<file path="config.mk">
export PLATFORM = sky130hd
export DESIGN_NAME = thumb_fetch_sequencer
export DESIGN_NICKNAME = d
export VERILOG_FILES = /design/src/rtl/thumb_fetch_sequencer.sv
export SDC_FILE = /design/constraint.sdc
export NUM_CORES = 1
export LEC_CHECK = 0
export BUFFER_PORTS_ARGS = -buffer_cell sky130_fd_sc_hd__buf_2
export CAP_MARGIN = 40
export CORE_MARGIN = 4
export CORE_UTILIZATION = 40
export DETAILED_ROUTE_END_ITERATION = 16
export GPL_TIMING_DRIVEN = 0
export PLACE_DENSITY_LB_ADDON = 0.08
export SLEW_MARGIN = 15
export SYNTH_ARGS = -nofsm -noshare
export SYNTH_HDL_FRONTEND = slang
export SYNTH_SLANG_ARGS = --single-unit
export TNS_END_PERCENT = 30
</file>
<file path="constraint.sdc">
create_clock -name clk -period 4.9 [get_ports clk]
set_input_delay 0.245 -clock clk [delete_from_list [all_inputs] [get_ports clk]]
set_output_delay 0.245 -clock clk [all_outputs]
set_load 0.02 [all_outputs]
</file>
<file path="src/rtl/thumb_fetch_sequencer.sv">
// Thumb fetch sequencer: fetches 32-bit words, serves halfwords to the decoder in order.
// Optional stall counter under FETCH_STALL_CNT_EN.
module thumb_fetch_sequencer #(
   parameter logic [31:0] RESET_PC = 32'h0000_0000
`ifdef FETCH_STALL_CNT_EN
  ,parameter int          CNT_W    = 16
`endif
) (
   input  logic        clk,
   input  logic        rst_n,
   input  logic        flush,
   input  logic [31:0] flush_pc,
   output logic        mem_req,
   output logic [31:0] mem_addr,
   input  logic        mem_ack,
   input  logic [31:0] mem_rdata,
   output logic        hw_valid,
   output logic [15:0] hw_code,
   output logic [31:0] hw_pc,
   input  logic        hw_ready
`ifdef FETCH_STALL_CNT_EN
  ,output logic [CNT_W-1:0] stall_cnt
`endif
);

   typedef enum logic {FETCH = 1'b0, HOLD = 1'b1} state_t;

   state_t      state_q, state_d;
   logic [31:0] pc_q, pc_d;
   logic [31:0] buf_q, buf_d;
   // Cleared by reset so mem_req drops asynchronously and rises one cycle after release.
   logic        run_q;

   always_ff @(posedge clk or negedge rst_n) begin
      if (!rst_n) begin
         state_q <= FETCH;
         pc_q    <= RESET_PC & ~32'd1;
         buf_q   <= '0;
         run_q   <= 1'b0;
      end else begin
         state_q <= state_d;
         pc_q    <= pc_d;
         buf_q   <= buf_d;
         run_q   <= 1'b1;
      end
   end

   always_comb begin
      state_d = state_q;
      pc_d    = pc_q;
      buf_d   = buf_q;
      if (flush) begin
         // Redirect wins: a same-cycle ack is dropped and an accept does not advance pc.
         pc_d    = flush_pc & ~32'd1;
         state_d = FETCH;
      end else begin
         case (state_q)
            FETCH: begin
               if (mem_req && mem_ack) begin
                  buf_d   = mem_rdata;
                  state_d = HOLD;
               end
            end
            HOLD: begin
               if (hw_ready) begin
                  pc_d = pc_q + 32'd2;
                  if (pc_q[1]) state_d = FETCH;
               end
            end
            default: state_d = FETCH;
         endcase
      end
   end

   assign mem_req  = run_q && (state_q == FETCH);
   assign mem_addr = mem_req ? {pc_q[31:2], 2'b00} : '0;
   assign hw_valid = (state_q == HOLD);
   assign hw_code  = hw_valid ? (pc_q[1] ? buf_q[31:16] : buf_q[15:0]) : '0;
   assign hw_pc    = hw_valid ? pc_q : '0;

`ifdef FETCH_STALL_CNT_EN
   logic [CNT_W-1:0] cnt_q, cnt_d;

   always_ff @(posedge clk or negedge rst_n) begin
      if (!rst_n) cnt_q <= '0;
      else        cnt_q <= cnt_d;
   end

   always_comb begin
      cnt_d = cnt_q;
      if (mem_req && hw_ready && !(&cnt_q)) cnt_d = cnt_q + 1'b1;
   end

   assign stall_cnt = cnt_q;
`endif

endmodule

</file>
# Word-level counts from Yosys, hierarchy flattened
# Index checks and enable logic that the tools add are counted.
# W data, S select, Z words.
dict set report classes {
  add_sub_neg 1
  n_mux 12
  n_bitwise 2
  reduce_logical 6
}
# op count
set ops {}
lappend ops {{$mux W32} 5}
lappend ops {{$add A32 B2 Y32 const B} 1}
lappend ops {{$mux W16} 2}
lappend ops {{$mux W1} 4}
lappend ops {{$reduce_bool A2 Y1} 2}
lappend ops {{$reduce_and A3 Y1} 1}
lappend ops {{$logic_and A1 B1 Y1} 2}
lappend ops {{$not A1 Y1} 2}
lappend ops {{$pmux W1 S2} 1}
lappend ops {{$reduce_and A2 Y1} 1}
dict set report totals {
  regBits 66
  in_bits 69
  output_inout_bits 82
}

# Depth between registers and ports, before layout
dict set report logic_depth {
  ltp_word 6
  depth_mapped 7
  mapped_depth_nobuf 5
}

# Worst setup path after synthesis
# No wires, ideal clock.
dict set report synth_path {
  path_kind {flip-flop to flip-flop}
  start {reg state_q, in the netlist hw_valid}
  end {reg pc_q[21]}
  arrival_time_ns 2.030
  required_ns 4.818
  setup_slack_ns 2.788
  path_stages_with_launch 6
  path_buffers 1
  cell_sequence {dfrtp_1 nand4_4 or4_1 clkbuf_1 or4_1 a31oi_1}
}
dict set report synth_between {
  elab_chain_cells 2
}
# element line
set synth_rtl {}
lappend synth_rtl {{start: declaration} 28} ;# state_t state_q, state_d;
lappend synth_rtl {{start signal: assignment} 41} ;# state_q <= state_d;
lappend synth_rtl {{$reduce_bool A2 Y1 (no source line)} -}
lappend synth_rtl {{$reduce_and A2 Y1 (no source line)} -}
lappend synth_rtl {{end signal: assignment} 37} ;# pc_q <= RESET_PC & ~32'd1;
lappend synth_rtl {{end signal: assignment} 42} ;# pc_q <= pc_d;
lappend synth_rtl {{end: declaration} 29} ;# logic [31:0] pc_q, pc_d;
# No other way between the ends.
# A chain may end at the register's enable or synchronous reset.

# Final worst setup path
dict set report layout_path {
  start {reg pc_q[1]}
  end {out hw_code[10]}
}
dict set report layout_between {
  elab_chain_cells 2
}
# element line
set layout_rtl {}
lappend layout_rtl {{$mux W16 (2 in a row)} 78} ;# assign hw_code = hw_valid ? (pc_q[1] ? buf_q[31:16] : buf_q[15:0]) : '0;
lappend layout_rtl {{end: declaration} 18} ;# output logic [15:0] hw_code,
# No other way between the ends.

==> flow_summary.json <==
{
  "multiInputGateArea_um2": 1960,
  "synth-compound-area-share_pct": 8.29,
  "max_slew_margin_pct": 51.6,
  "rsz0062_at_grt": "no",
  "ys_top_cells_by_count": "65 x dfrtp_1, 61 x and2_1, 33 x mux2_2",
  "endpoint_kind": "primary output",
  "track_usage_pct": 19.3,
  "grtUsageMet3_pct": 5.46,
  "regArea_um2": 1630,
  "max-clock-path-buffers": 2,
  "clock-sinks": 65,
  "area_delta_synth_final_pct": 31.2,
  "min_to": "pc_q[10]",
  "crit_path_start_kind": "flop",
  "io_buffer_count": 146,
  "place_inst": 644,
  "vias_per_cell": 5.19,
  "clk_pin_slew_ps": 80,
  "finalMaxSlewViolations": 0,
  "fin_crit_sh_pct": 53.8,
  "critPathKind": "flop to primary output",
  "clock.fmax_mhz": 379,
  "grt_use_met2_pct": 31.5,
  "cts_hold_buf": 1,
  "setup_viol": 0,
  "start_util_pct": 41.9,
  "period_needed_ps": 2640,
  "place_congestion": 0.851,
  "hold_class": "input port to flop",
  "vias": 3432,
  "worstRegToRegCells": 5,
  "synthSimpleGateAreaFrac_pct": 26.1,
  "finalSetupTns_ps": 0,
  "r2r_end": "buf_q[12]",
  "postCtsSetupBuffers": 0,
  "ys_top_cells_by_area": "dfrtp_1 44%, and2_1 10%, mux2_2 10%",
  "dieWidth_um": 105,
  "synth_area_leader_cell": "dfrtp_1",
  "async_flop_share_pct": 100,
  "io_pins": 151,
  "synthXorXnorAreaFrac_pct": 2.82,
  "met1_usage_pct": 25.9,
  "p_per_area_nw_per_um2": 330,
  "synth_adder_area_share_pct": 0.336,
  "r2r-start": "hw_valid",
  "worstPathRequired_ps": 4660,
  "synth-seq-cells": 65,
  "holdPathStages": 3,
  "fin_cells": 661,
  "drt-wirelength-per-cell_um": 15.9,
  "syn-mean-instance-area_um2": 9.63,
  "diodes": 0,
  "yosys.area.top_type_share_pct": 43.7,
  "crit_start": "pc_q[1]",
  "hp-start": "flush_pc[10]",
  "status": "finished clean",
  "vdd_drop_max_v": 0.000180,
  "final_nets": 618,
  "numCtsBuffers": 9,
  "core_area_um2": 8890,
  "power.total_mw": 1.61,
  "fp.dieH_um": 105,
  "grt_pass1_wl_um": 17300,
  "cts_tree": "built",
  "yosys_warnings": 0,
  "drt-total-wl_um": 10500,
  "setup_ws_ps": 2260,
  "synth_edf_count": 0,
  "grt_pass1_vias": 3429,
  "firstDrtPassIters": 5,
  "synth_top_family_by_area": "simple AND/OR/NAND/NOR gates",
  "dp_hpwl_um": 7770,
  "p_leak_nw": 2.33,
  "crit_fanout": 10,
  "worstPathArrival_ps": 2390,
  "grt_busiest_layer": "met2",
  "netlist_instances": 387,
  "preCtsSetupSlack_ps": 2380,
  "grt-ovfl-total": 0,
  "worstMarginPinSlew_ps": 725,
  "synth_area_um2": 3730,
  "dieArea_um2": 10900,
  "placementRows": 34,
  "rrSetupSlack_ps": 2400,
  "cts-htree-levels": 3,
  "ys.flop_type": "dfrtp_1",
  "synth_cell_types": 33,
  "drtAntennaViolNets": 0,
  "yosysSeqAreaShare_pct": 43.7,
  "clock-root-buffer": "clkbuf_8",
  "muxShareOfSynthArea_pct": 14.5,
  "drt_iter0_drc": 144,
  "drive_gt1_share_pct": 36.3,
  "hold_viol": 0,
  "finClkSkew_ps": 10.1,
  "yosysMostFrequentCell": "dfrtp_1",
  "antenna_found_initial": 0,
  "utilization_pct": 55.0,
  "grt_max_degree": 55,
  "cts_resized": 0,
  "fill_cells": 855,
  "clkLatencyLatePin_ps": 340,
  "post-route-drc-count": 0,
  "drv_cap": 0
}
## kinds of logic (layout without fill, tap and decap cells)
family,after synthesis,in the layout
fa+ha+maj,1,1
buf+inv,37,201
flops,65,65
compound gates,51,51
simple gates,169,169
xor+xnor,12,12
mux,50,50
other cells,2,4
## critical path, stage by stage, from the launching register on
cell	delay, ps
dfrtp_1	380
clkbuf_1	570
clkbuf_1	600
mux2i_1	280
nor2b_1	60
buf_2	160
## metal layers
layer	vias to the layer above	wire, um	share of wire, %
met1	1634	4760	45
met2	128	4940	47
met5	-	0	0
met3	4	733	7.0
met4	0	68	0.65
li1	1666	-	-
## worst max-delay path by stage
stage	endpoint	slack, ps
finish	hw_code[10]	2260
global placement	buf_q[25]	2320
global route	hw_code[14]	2100
floorplan	pc_q[21]	2790
detailed placement	buf_q[2]	2380
CTS	hw_code[10]	2190
## state kept, by name, indices dropped and copies added (netlist names)
name      cells
pc_q         31
run_q         1
hw_valid      1
buf_q        32
## report_power, final
part	switching [mW]	internal (mW)
clock	0.224	0.343
sequential	0.0671	0.620
combinational	0.191	0.168
## cells in the final DEF (no fill, tap or decap), types with 2 or more instances in the layout
master	count
and4_1	3
nor4_1	2
nand4_1	7
buf_2	146
buf_1	4
clkbuf_1	20
conb_1	4
mux2_2	33
o21ai_0	20
nor3_1	4
or3_1	9
o31ai_1	10
a31oi_1	17
dfrtp_1	65
clkbuf_8	9
inv_6	2
mux2i_1	17
clkinv_4	2
bufinv_16	3
inv_1	8
nand2_1	23
nor2b_1	18
xor2_1	4
nor2_1	20
or4_1	12
xnor2_1	8
and2_1	61
buf_4	4
nand3_1	8
## final cells by class
cell class,count,share of cell area [%]
clock inverters,7,2.56
plain buffers,28,2.41
flip-flops and latches,65,33.3
multi-input cells,287,40.0
well taps,108,2.76
repair buffers,148,15.8
inverters,9,0.691
clock buffers,9,2.53
## stage by stage
stage	area (um^2)	hold slack [ps]
2_1_floorplan	3730	-50.6
3_3_place_gp	4600	456
3_5_place_dp	4630	110
6_report	4890	107
5_1_grt	4890	99.2
4_1_cts	4890	92.3
Power figures use the tool's default switching activity.
